--- src/rtl/cdr_loop_filter_pkg.sv ---
// Shared definitions for the CDR loop filter and the delay-line controller it drives.
package cdr_loop_filter_pkg;

  localparam int TAP_CNT      = 16;
  localparam int TAP_W        = 4;
  localparam int DEF_THRESH   = 8;
  localparam int DEF_HOLDOFF  = 16;
  localparam int DEF_LOCK_CYC = 256;
  localparam int DEF_LOCK_W   = 9;

  typedef enum logic {
    ST_TRACK = 1'b0,
    ST_HOLD  = 1'b1
  } cdr_state_e;

endpackage

--- src/rtl/cdr_lock_detect.sv ---
// Saturating quiet-cycle counter; locked is high while the count sits at LOCK_CYC.
module cdr_lock_detect #(
  parameter int LOCK_CYC = 256,
  parameter int LOCK_W   = 9
) (
  input  logic clk,
  input  logic rst,
  input  logic clr,
  input  logic inc,
  output logic locked
);

  localparam logic [LOCK_W-1:0] QMAX = LOCK_W'(LOCK_CYC);

  logic [LOCK_W-1:0] quiet;
  logic [LOCK_W-1:0] quiet_nxt;

  always_comb begin
    quiet_nxt = quiet;
    if (clr) begin
      quiet_nxt = '0;
    end else if (inc && (quiet != QMAX)) begin
      quiet_nxt = quiet + LOCK_W'(1);
    end
  end

  // locked is registered from the next count so it tracks quiet in the same cycle
  always_ff @(posedge clk or posedge rst) begin
    if (rst) begin
      quiet  <= '0;
      locked <= 1'b0;
    end else begin
      quiet  <= quiet_nxt;
      locked <= (quiet_nxt == QMAX);
    end
  end

endmodule

--- src/rtl/cdr_loop_filter.sv ---
// Bang-bang PD integrator: turns early/late votes into sl/sr tap commands,
// mirrors the delay-line tap index and flags lock once shifting stops.
module cdr_loop_filter
  import cdr_loop_filter_pkg::*;
#(
  parameter int ACC_W    = 6,
  parameter int THRESH   = DEF_THRESH,
  parameter int HOLDOFF  = DEF_HOLDOFF,
  parameter int LOCK_CYC = DEF_LOCK_CYC,
  parameter int LOCK_W   = DEF_LOCK_W
) (
  input  logic             clk,
  input  logic             rst,
  input  logic             en,
  input  logic             early,
  input  logic             late,
  output logic             sl,
  output logic             sr,
  output logic [TAP_W-1:0] tap_idx,
  output logic             locked
);

  localparam int HOLD_W = $clog2(HOLDOFF + 1);
  localparam logic signed [ACC_W-1:0] POS_TH = ACC_W'(THRESH);
  localparam logic signed [ACC_W-1:0] NEG_TH = ACC_W'(-THRESH);

  function automatic logic signed [1:0] decode_step(input logic e, input logic l);
    if (e && !l) return 2'sd1;
    if (l && !e) return -2'sd1;
    return 2'sd0;
  endfunction

  function automatic logic [TAP_W-1:0] tap_move(input logic [TAP_W-1:0] tap, input logic up);
    return up ? tap + TAP_W'(1) : tap - TAP_W'(1);
  endfunction

  cdr_state_e              state;
  cdr_state_e              state_nxt;
  logic signed [ACC_W-1:0] acc;
  logic signed [ACC_W-1:0] acc_nxt;
  logic signed [ACC_W-1:0] acc_sum;
  logic signed [1:0]       step;
  logic [HOLD_W-1:0]       hold_cnt;
  logic [HOLD_W-1:0]       hold_nxt;
  logic [TAP_W-1:0]        tap_nxt;
  logic                    sl_nxt;
  logic                    sr_nxt;
  logic                    hit;
  logic                    inc;

  assign step    = decode_step(early, late);
  assign acc_sum = acc + ACC_W'(step);

  always_comb begin
    state_nxt = state;
    acc_nxt   = acc;
    hold_nxt  = hold_cnt;
    tap_nxt   = tap_idx;
    sl_nxt    = 1'b0;
    sr_nxt    = 1'b0;
    hit       = 1'b0;
    inc       = 1'b0;
    if (!en) begin
      state_nxt = ST_TRACK;
      acc_nxt   = '0;
      hold_nxt  = '0;
    end else begin
      case (state)
        ST_TRACK: begin
          if ((acc_sum == POS_TH) || (acc_sum == NEG_TH)) begin
            hit       = 1'b1;
            sl_nxt    = (acc_sum == POS_TH);
            sr_nxt    = (acc_sum == NEG_TH);
            tap_nxt   = tap_move(tap_idx, acc_sum == POS_TH);
            acc_nxt   = '0;
            hold_nxt  = HOLD_W'(HOLDOFF - 1);
            state_nxt = ST_HOLD;
          end else begin
            acc_nxt = acc_sum;
            inc     = 1'b1;
          end
        end
        ST_HOLD: begin
          // hold_cnt counts down through the pulse cycle; TRACK resumes after zero
          acc_nxt = '0;
          if (hold_cnt == '0) begin
            state_nxt = ST_TRACK;
          end else begin
            hold_nxt = hold_cnt - HOLD_W'(1);
          end
        end
        default: state_nxt = ST_TRACK;
      endcase
    end
  end

  always_ff @(posedge clk or posedge rst) begin
    if (rst) begin
      state    <= ST_TRACK;
      acc      <= '0;
      hold_cnt <= '0;
      tap_idx  <= '0;
      sl       <= 1'b0;
      sr       <= 1'b0;
    end else begin
      state    <= state_nxt;
      acc      <= acc_nxt;
      hold_cnt <= hold_nxt;
      tap_idx  <= tap_nxt;
      sl       <= sl_nxt;
      sr       <= sr_nxt;
    end
  end

  cdr_lock_detect #(
    .LOCK_CYC(LOCK_CYC),
    .LOCK_W  (LOCK_W)
  ) u_lock (
    .clk   (clk),
    .rst   (rst),
    .clr   (hit || !en),
    .inc   (inc),
    .locked(locked)
  );

endmodule

--- config.mk ---
export PLATFORM = sky130hd
export DESIGN_NAME = cdr_loop_filter
export DESIGN_NICKNAME = d
export VERILOG_FILES = /design/src/rtl/cdr_loop_filter_pkg.sv /design/src/rtl/cdr_lock_detect.sv /design/src/rtl/cdr_loop_filter.sv
export SDC_FILE = /design/constraint.sdc
export NUM_CORES = 1
export LEC_CHECK = 0
export ABC_AREA = 1
export BUFFER_PORTS_ARGS = -buffer_cell sky130_fd_sc_hd__buf_2
export CORE_ASPECT_RATIO = 1.1
export CORE_MARGIN = 2
export CORE_UTILIZATION = 50
export DETAILED_ROUTE_END_ITERATION = 10
export GPL_ROUTABILITY_DRIVEN = 0
export HOLD_SLACK_MARGIN = 0.02
export PLACE_DENSITY = 0.67
export SLEW_MARGIN = 20
export SYNTH_ARGS = -nofsm -noshare
export SYNTH_HDL_FRONTEND = slang
export SYNTH_HIERARCHICAL = 1
export SYNTH_SLANG_ARGS = --single-unit
--- constraint.sdc ---
create_clock -name clk -period 3.1 [get_ports clk]
set_input_delay 0 -clock clk [delete_from_list [all_inputs] [get_ports clk]]
set_output_delay 0 -clock clk [all_outputs]
set_load 0.1 [all_outputs]
; Word level (Yosys, flattened, before mapping)
; Index checks and enable logic that the tools add are counted.
[classes]
n_reduce_logical = 11
eq_ne = 6
n_mux = 32
bitwise_logic = 1
addsub = 5
[op_table]
columns = cell, count
row1 = two-way mux 9 bit, 2
row2 = two-way mux 1 bit, 17
row3 = two-way mux 5 bit, 3
row4 = two-way mux 6 bit, 2
row5 = one-hot mux 6 bit (2 select lines), 1
row6 = one-hot mux 5 bit (2 select lines), 1
row7 = "adder 9 x 1 -> 9 bit, second input constant", 1
row8 = "== test 9 bit, second input constant", 1
row9 = "!= test 9 bit, second input constant", 1
row10 = two-way mux 2 bit, 4
row11 = adder 6 x 2 -> 6 bit, 1
row12 = "== test 6 x 4 -> 1 bit, second input constant", 1
row13 = "== test 6 x 5 -> 1 bit, second input constant", 1
row14 = "!= test 3 bit, second input constant", 2
row15 = logical NOT 5 bit, 1
row16 = "subtractor 5 x 1 -> 5 bit, second input constant", 1
row17 = "adder 4 x 1 -> 4 bit, second input constant", 1
row18 = two-way mux 4 bit, 1
row19 = "subtractor 4 x 1 -> 4 bit, second input constant", 1
row20 = logical AND 1 bit, 3
row21 = logical NOT 1 bit, 3
row22 = AND reduction 3 bit, 1
row23 = logical OR 1 bit, 2
row24 = one-hot mux 1 bit (2 select lines), 1
row25 = other kinds (2), 2
[word_totals]
reg_bits = 28
in_bits = 5
elab_cells = 63

; Logic depth before layout (Yosys ltp)
[depth]
depth_word = 16
ltp_mapped = 28
depth_no_buf = 25

; Hierarchy
; The synthesis kept the hierarchy.
[modules_own_cells]
columns = mod, cells_per_inst, area_per_inst_um2, instances
row1 = cdr_loop_filter, 184, 1415.1, 1
row2 = cdr_lock_detect, 97, 704.4, 1

; Worst setup path after synthesis
; Ideal clock, no wire load.
[synth_path]
path_kind = register -> register
from = register acc[1]
to = register u_lock.locked
t_arrival_ps = 2432
path_slack_ps = 599
n_path_buf = 2
path_stages_with_launch = 23
path_cell_list = dfrtp_1 nor2_4 nor2_4 ha_1 inv_1 nand2_1 nand2_2 nand2_1 nor2_2 nand3_2 nor2_4 nand2_4 nand3_4 buf_8 inv_1 buf_4 nand2_2 nor2_4 o21ai_0 a21oi_1 nor2_1 nand3_1 nor2_2
[synth_via]
elab_chain_cells = 10
[synth_rtl]
columns = element, line
row1 = "start, declared", cdr_loop_filter.sv:39  ; logic signed [ACC_W-1:0] acc;
row2 = "start signal, assigned", cdr_loop_filter.sv:107  ; acc <= acc_nxt;
row3 = adder 6 x 2 -> 6 bit *, cdr_loop_filter.sv:52  ; assign acc_sum = acc + ACC_W'(step);
row4 = == test 6 x 5 -> 1 bit or == test 6 x 4 -> 1 bit (tied branches), cdr_loop_filter.sv:70  ; if ((acc_sum == POS_TH) || (acc_sum == NEG_TH)) begin
row5 = logical OR 1 bit *, cdr_loop_filter.sv:70
row6 = two-way mux 1 bit *, cdr_loop_filter.sv:70
row7 = two-way mux 1 bit *, cdr_loop_filter.sv:68  ; case (state)
row8 = two-way mux 1 bit *, cdr_loop_filter.sv:63  ; if (!en) begin
row9 = via inc, cdr_loop_filter.sv:49  ; logic inc;
row10 = logical AND 1 bit *, cdr_lock_detect.sv:22  ; end else if (inc && (quiet != QMAX)) begin
row11 = two-way mux 9 bit *, cdr_lock_detect.sv:22
row12 = two-way mux 9 bit *, cdr_lock_detect.sv:20  ; if (clr) begin
row13 = via u_lock.quiet_nxt[3], cdr_lock_detect.sv:16  ; logic [LOCK_W-1:0] quiet_nxt;
row14 = == test 9 bit *, cdr_lock_detect.sv:34  ; locked <= (quiet_nxt == QMAX);
row15 = "end signal, assigned", cdr_lock_detect.sv:34
row16 = "end, declared", cdr_lock_detect.sv:10  ; output logic locked
; Mark *: on every way through the listed nets, which the timed path passes. The rest lies on a longest branch.
; A chain may end at the register's enable or synchronous reset.

; Final worst setup path
[layout_path]
from = register acc[1]
to = register tap_idx[3]
[layout_via]
elab_chain_cells = 4
[layout_rtl]
columns = element, line
row1 = adder 6 x 2 -> 6 bit *, cdr_loop_filter.sv:52
row2 = == test 6 x 5 -> 1 bit or == test 6 x 4 -> 1 bit (tied branches), "cdr_loop_filter.sv:70, cdr_loop_filter.sv:74"
row3 = logical OR 1 bit, cdr_loop_filter.sv:70
row4 = AND reduction 3 bit (no source line), -
row5 = "end signal, assigned", cdr_loop_filter.sv:109  ; tap_idx <= tap_nxt;
row6 = "end, declared", cdr_loop_filter.sv:19  ; output logic [TAP_W-1:0] tap_idx,
; Every way passes the cells marked *; elsewhere a longest branch is shown, timed or not.

==> impl_results.html <==
<table>
<tr><th>Metric</th><th>Value</th></tr>
<tr><th colspan="2">CTS</th></tr>
<tr><td>Clock Root Buffer</td><td>sky130_fd_sc_hd__clkbuf_8</td></tr>
<tr><td>Total setup buffers inserted after CTS</td><td>0</td></tr>
<tr><td>Skew-Pair Late Insertion Delay</td><td>0.27 ns</td></tr>
<tr><td>Number of sinks handled by clock tree synthesis</td><td>28</td></tr>
<tr><td>CTS clock-pin slew for the worst setup and hold paths</td><td>0.10 ns</td></tr>
<tr><td>Post-cts hold buffer count</td><td>1</td></tr>
<tr><td>Clock tree from TritonCTS</td><td>yes</td></tr>
<tr><td>Total clock buffers created by CTS</td><td>3</td></tr>
<tr><td># resized after CTS</td><td>0</td></tr>
<tr><td>Number of H-tree branching levels</td><td>1</td></tr>
<tr><td>Maximum root-to-sink buffer count</td><td>2</td></tr>
<tr><th colspan="2">Pwr</th></tr>
<tr><td>Largest vdd supply drop</td><td>0.0005852 V</td></tr>
<tr><td>Power consumption</td><td>1.592 mW</td></tr>
<tr><td>P_leak</td><td>1.243 nW</td></tr>
<tr><td>Power density over the cells</td><td>692.5 nW/um^2</td></tr>
<tr><th colspan="2">Die</th></tr>
<tr><td>Die width</td><td>roughly 66 um</td></tr>
<tr><td>Total die area</td><td>4777 sq um</td></tr>
<tr><td>Number of top-level pins</td><td>12</td></tr>
<tr><td># rows</td><td>24</td></tr>
<tr><td>Initial standard-cell utilization of the core</td><td>52.67%</td></tr>
<tr><td>Die height</td><td>72.29 um</td></tr>
<tr><td>Area of the core region</td><td>4024 sq um</td></tr>
<tr><th colspan="2">Synth</th></tr>
<tr><td>Cell type with the highest aggregate area in the netlist</td><td>sky130_fd_sc_hd__dfrtp_1</td></tr>
<tr><td>Most instantiated cells after synthesis</td><td>69 x sky130_fd_sc_hd__nand2_1, 37 x sky130_fd_sc_hd__inv_1, 28 x sky130_fd_sc_hd__dfrtp_1</td></tr>
<tr><td>Synth area leaders</td><td>sky130_fd_sc_hd__dfrtp_1 33%, sky130_fd_sc_hd__nand2_1 12%, sky130_fd_sc_hd__inv_1 6.6%</td></tr>
<tr><td>Number of synthesized register bits</td><td>28</td></tr>
<tr><td>Post-synth top flop</td><td>sky130_fd_sc_hd__dfrtp_1</td></tr>
<tr><td>Syn_nets</td><td>slightly below 300</td></tr>
<tr><td>Ys Warns</td><td>6</td></tr>
<tr><td>Leading cell type by number of instances after synthesis</td><td>sky130_fd_sc_hd__nand2_1</td></tr>
<tr><td>Post-Syn Area</td><td>about 2100 sq um</td></tr>
<tr><td>Top-area cell type share of the netlist area</td><td>33.06%</td></tr>
<tr><td>Post-synth cell types</td><td>34</td></tr>
<tr><td>Sequential element share of the synthesized area</td><td>33.06%</td></tr>
<tr><td>Post-synth EDFFs</td><td>0</td></tr>
<tr><td>Post-Syn Area per Cell</td><td>approximately 7.5 sq um</td></tr>
<tr><td>Instance count of the mapped netlist</td><td>around 280</td></tr>
<tr><td>Async set or reset register ratio after synthesis</td><td>100.0%</td></tr>
<tr><th colspan="2">Final layout</th></tr>
<tr><td>Nets</td><td>around 310</td></tr>
<tr><td>Antenna diodes</td><td>0</td></tr>
<tr><td>Fraction of final layout cells sized beyond drive strength 1</td><td>26.78%</td></tr>
<tr><td>Area Growth Syn to Fin</td><td>8.441%</td></tr>
<tr><th colspan="2">STA</th></tr>
<tr><td>Sum Neg Setup Slack</td><td>0 ns</td></tr>
<tr><td>Remaining max-slew budget at the tightest pin</td><td>52.49%</td></tr>
<tr><td>Clk_skew</td><td>0.005006 ns</td></tr>
<tr><td>RSZ-0062 raised after global routing</td><td>false</td></tr>
<tr><td>Fin crit share</td><td>roughly 86%</td></tr>
<tr><td>Number of failing setup endpoints in the final timing report</td><td>0</td></tr>
<tr><td>Final Slew Violations</td><td>0</td></tr>
<tr><td>Maximum clock frequency</td><td>around 370 MHz</td></tr>
<tr><td>Post-route setup slack</td><td>0.4257 ns</td></tr>
<tr><td>Minimum clock period</td><td>2.674 ns</td></tr>
<tr><td>Transition at the pin with the smallest max-transition slack</td><td>0.7118 ns</td></tr>
<tr><td>Hold violation total from the final report</td><td>0</td></tr>
<tr><th colspan="2">Flow run</th></tr>
<tr><td>Max-cap violation count</td><td>0</td></tr>
<tr><th colspan="2">Global route</th></tr>
<tr><td>Met3 Use GR</td><td>2.791%</td></tr>
<tr><td>First-pass GRT wire length</td><td>just over 7000 um</td></tr>
<tr><td>Routing usage on met1</td><td>26.43%</td></tr>
<tr><td>Largest net degree at the start of global routing</td><td>19</td></tr>
<tr><td>Total congestion overflow</td><td>0</td></tr>
<tr><td>Aggregate global-route resource usage</td><td>19.09%</td></tr>
<tr><td>Most heavily used metal layer in global routing</td><td>met2</td></tr>
<tr><td>Met2 usage</td><td>31.89%</td></tr>
<tr><td>Vias in the first global route</td><td>about 1,700</td></tr>
<tr><td>Number of antenna violations at the first check in global routing</td><td>0</td></tr>
<tr><th colspan="2">Placement</th></tr>
<tr><td>Detailed placer's ending HPWL</td><td>about 3100 um</td></tr>
<tr><td># port buffers</td><td>11</td></tr>
<tr><td>Pre-CTS WS</td><td>around 0.41 ns</td></tr>
<tr><th colspan="2">Run status</th></tr>
<tr><td>Result of the run</td><td>complete, no violations</td></tr>
<tr><th colspan="2">Routing</th></tr>
<tr><td>DRC violations left</td><td>0</td></tr>
<tr><td>Initial DRT Pass Iterations</td><td>4</td></tr>
<tr><td>Routed length per placed instance</td><td>11.28 um</td></tr>
<tr><td>Vias</td><td>around 1,700</td></tr>
<tr><td>Wirelength, routed</td><td>3913 um</td></tr>
<tr><td>DRC marker count from the first detailed-route iteration</td><td>46</td></tr>
<tr><td>Count of nets left with antenna violations after detail routing</td><td>0</td></tr>
<tr><td>Number of vias per cell</td><td>4.965</td></tr>
<tr><th colspan="2">Setup path</th></tr>
<tr><td>Worst endpoint data arrival time</td><td>2.84 ns</td></tr>
<tr><td>Worst setup EP type</td><td>flop</td></tr>
<tr><td>Largest fanout on the critical path</td><td>6</td></tr>
<tr><td>R2R setup slack</td><td>0.43 ns</td></tr>
<tr><td>Data required time of the worst path</td><td>3.27 ns</td></tr>
<tr><td>CP Class</td><td>reg2reg</td></tr>
<tr><td>Kind of start point of the critical path</td><td>flop</td></tr>
<tr><th colspan="2">Worst hold path</th></tr>
<tr><td>Type of the worst min-delay path</td><td>in2reg</td></tr>
</table>
==> registers in the layout, indices dropped and copies added, names as in the netlist <==
signal,count
state,1
hold_cnt,5
u_lock/quiet,9
acc,6
tap_idx,4
sl,1
sr,1
u_lock/locked,1
==> logic make-up (layout without fill, tap and decap cells) <==
logic type,count (synthesis),after routing,synth area share [%]
compound gates,23,23,6.376
xor+xnor,3,3,1.240
fa+ha+maj,11,11,6.848
buf+inv,52,66,10.39
flops,28,28,33.06
simple gates,164,164,42.09
==> cell type report <==
type	instances	area, sq um
Inverter	48	182.7
Timing Repair Buffer	14	80.08
Multi-Input combinational cell	201	1199
Sequential cell	28	700.7
Clock inverter	1	30.03
Clock buffer	3	41.29
Fill cell	386	1725
Tap cell	52	65.06
==> final timing paths <==
path,start,endpoint,cells past startpoint
worst max-delay path,acc[1]$_DFF_PP0_,tap_idx[3]$_DFFE_PP0P_,20
worst min-delay path,en,u_lock/quiet[8]$_DFF_PP0_,3
worst max register to register,acc[1]$_DFF_PP0_,tap_idx[3]$_DFFE_PP0P_,20
worst min register to register,tap_idx[3]$_DFFE_PP0P_,tap_idx[3]$_DFFE_PP0P_,2
max in group asynchronous,rst,hold_cnt[3]$_DFFE_PP0P_,3
min in group asynchronous,rst,u_lock/quiet[0]$_DFF_PP0_,3
==> cells in the final DEF, fill, tap and decap left out <==
master                          synthesis  layout
sky130_fd_sc_hd__inv_4                  1       1
sky130_fd_sc_hd__nand3_1               27      27
sky130_fd_sc_hd__a21boi_0               1       1
sky130_fd_sc_hd__inv_2                 10      10
sky130_fd_sc_hd__ha_1                  10      10
sky130_fd_sc_hd__inv_1                 37      37
sky130_fd_sc_hd__buf_2                  0      11
sky130_fd_sc_hd__nor3_2                 1       1
sky130_fd_sc_hd__nand4_1                4       4
sky130_fd_sc_hd__nand3_2                5       5
sky130_fd_sc_hd__dlygate4sd3_1          0       1
sky130_fd_sc_hd__or4_1                  1       1
sky130_fd_sc_hd__xor2_1                 1       1
sky130_fd_sc_hd__o21ai_0                3       3
sky130_fd_sc_hd__nand2_1               69      69
sky130_fd_sc_hd__xnor2_1                2       2
sky130_fd_sc_hd__nand3_4                1       1
sky130_fd_sc_hd__nor2_1                13      13
sky130_fd_sc_hd__clkbuf_8               0       3
sky130_fd_sc_hd__nand2_2               17      17
sky130_fd_sc_hd__o21ai_2                1       1
sky130_fd_sc_hd__bufinv_16              0       1
sky130_fd_sc_hd__a21oi_2                2       2
sky130_fd_sc_hd__nand3b_1               1       1
sky130_fd_sc_hd__o31ai_1                1       1
sky130_fd_sc_hd__a31oi_1                3       3
sky130_fd_sc_hd__nor2_2                10      10
sky130_fd_sc_hd__nor2_4                 9       9
sky130_fd_sc_hd__nor3_1                 1       1
sky130_fd_sc_hd__fa_1                   1       1
sky130_fd_sc_hd__dfrtp_1               28      28
sky130_fd_sc_hd__o21ai_1                4       4
sky130_fd_sc_hd__buf_4                  1       2
sky130_fd_sc_hd__a21oi_1                8       8
sky130_fd_sc_hd__nand2_4                5       5
==> stage by stage <==
stage          std cells  hold slack [ns]  util, %  cell area (sq um)
6_report             347          0.05771    57.12               2298
5_1_grt              347          0.05949    57.12               2298
4_1_cts              347          0.05711    57.12               2298
3_5_place_dp         342          0.03017    55.10               2217
3_3_place_gp         342          0.02929    55.10               2217
2_1_floorplan        281          -0.1598        -               2120
==> worst max-delay path, cell delays in order (launching register included) <==
cell and delay, ns:
sky130_fd_sc_hd__dfrtp_1 0.45, sky130_fd_sc_hd__nor2_4 0.16, sky130_fd_sc_hd__nor2_4 0.05, sky130_fd_sc_hd__ha_1 0.18, sky130_fd_sc_hd__inv_1 0.07, sky130_fd_sc_hd__nand2_1 0.09, sky130_fd_sc_hd__nand2_2 0.09, sky130_fd_sc_hd__nand2_1 0.06
sky130_fd_sc_hd__nor2_2 0.09, sky130_fd_sc_hd__nand3_2 0.12, sky130_fd_sc_hd__nor2_4 0.14, sky130_fd_sc_hd__nand2_4 0.10, sky130_fd_sc_hd__ha_1 0.33, sky130_fd_sc_hd__nand2_1 0.07, sky130_fd_sc_hd__nand2_1 0.04, sky130_fd_sc_hd__a31oi_1 0.19
sky130_fd_sc_hd__inv_1 0.06, sky130_fd_sc_hd__nand2_1 0.08, sky130_fd_sc_hd__nand3_1 0.07, sky130_fd_sc_hd__nand2_1 0.06, sky130_fd_sc_hd__nand2_1 0.05
==> metal layers <==
layer	vias to the layer above	part of all wire (%)
met2	20	48
met1	790	49
met5	-	0
li1	909	-
met3	4	2.6
met4	0	0.87
==> power breakdown <==
part	total [mW]	switching (mW)	internal (mW)
Combinational	0.789	0.561	0.228
Clock	0.284	0.111	0.173
Sequential	0.519	0.0803	0.439
No activity file was read; power rests on OpenSTA's default activity.
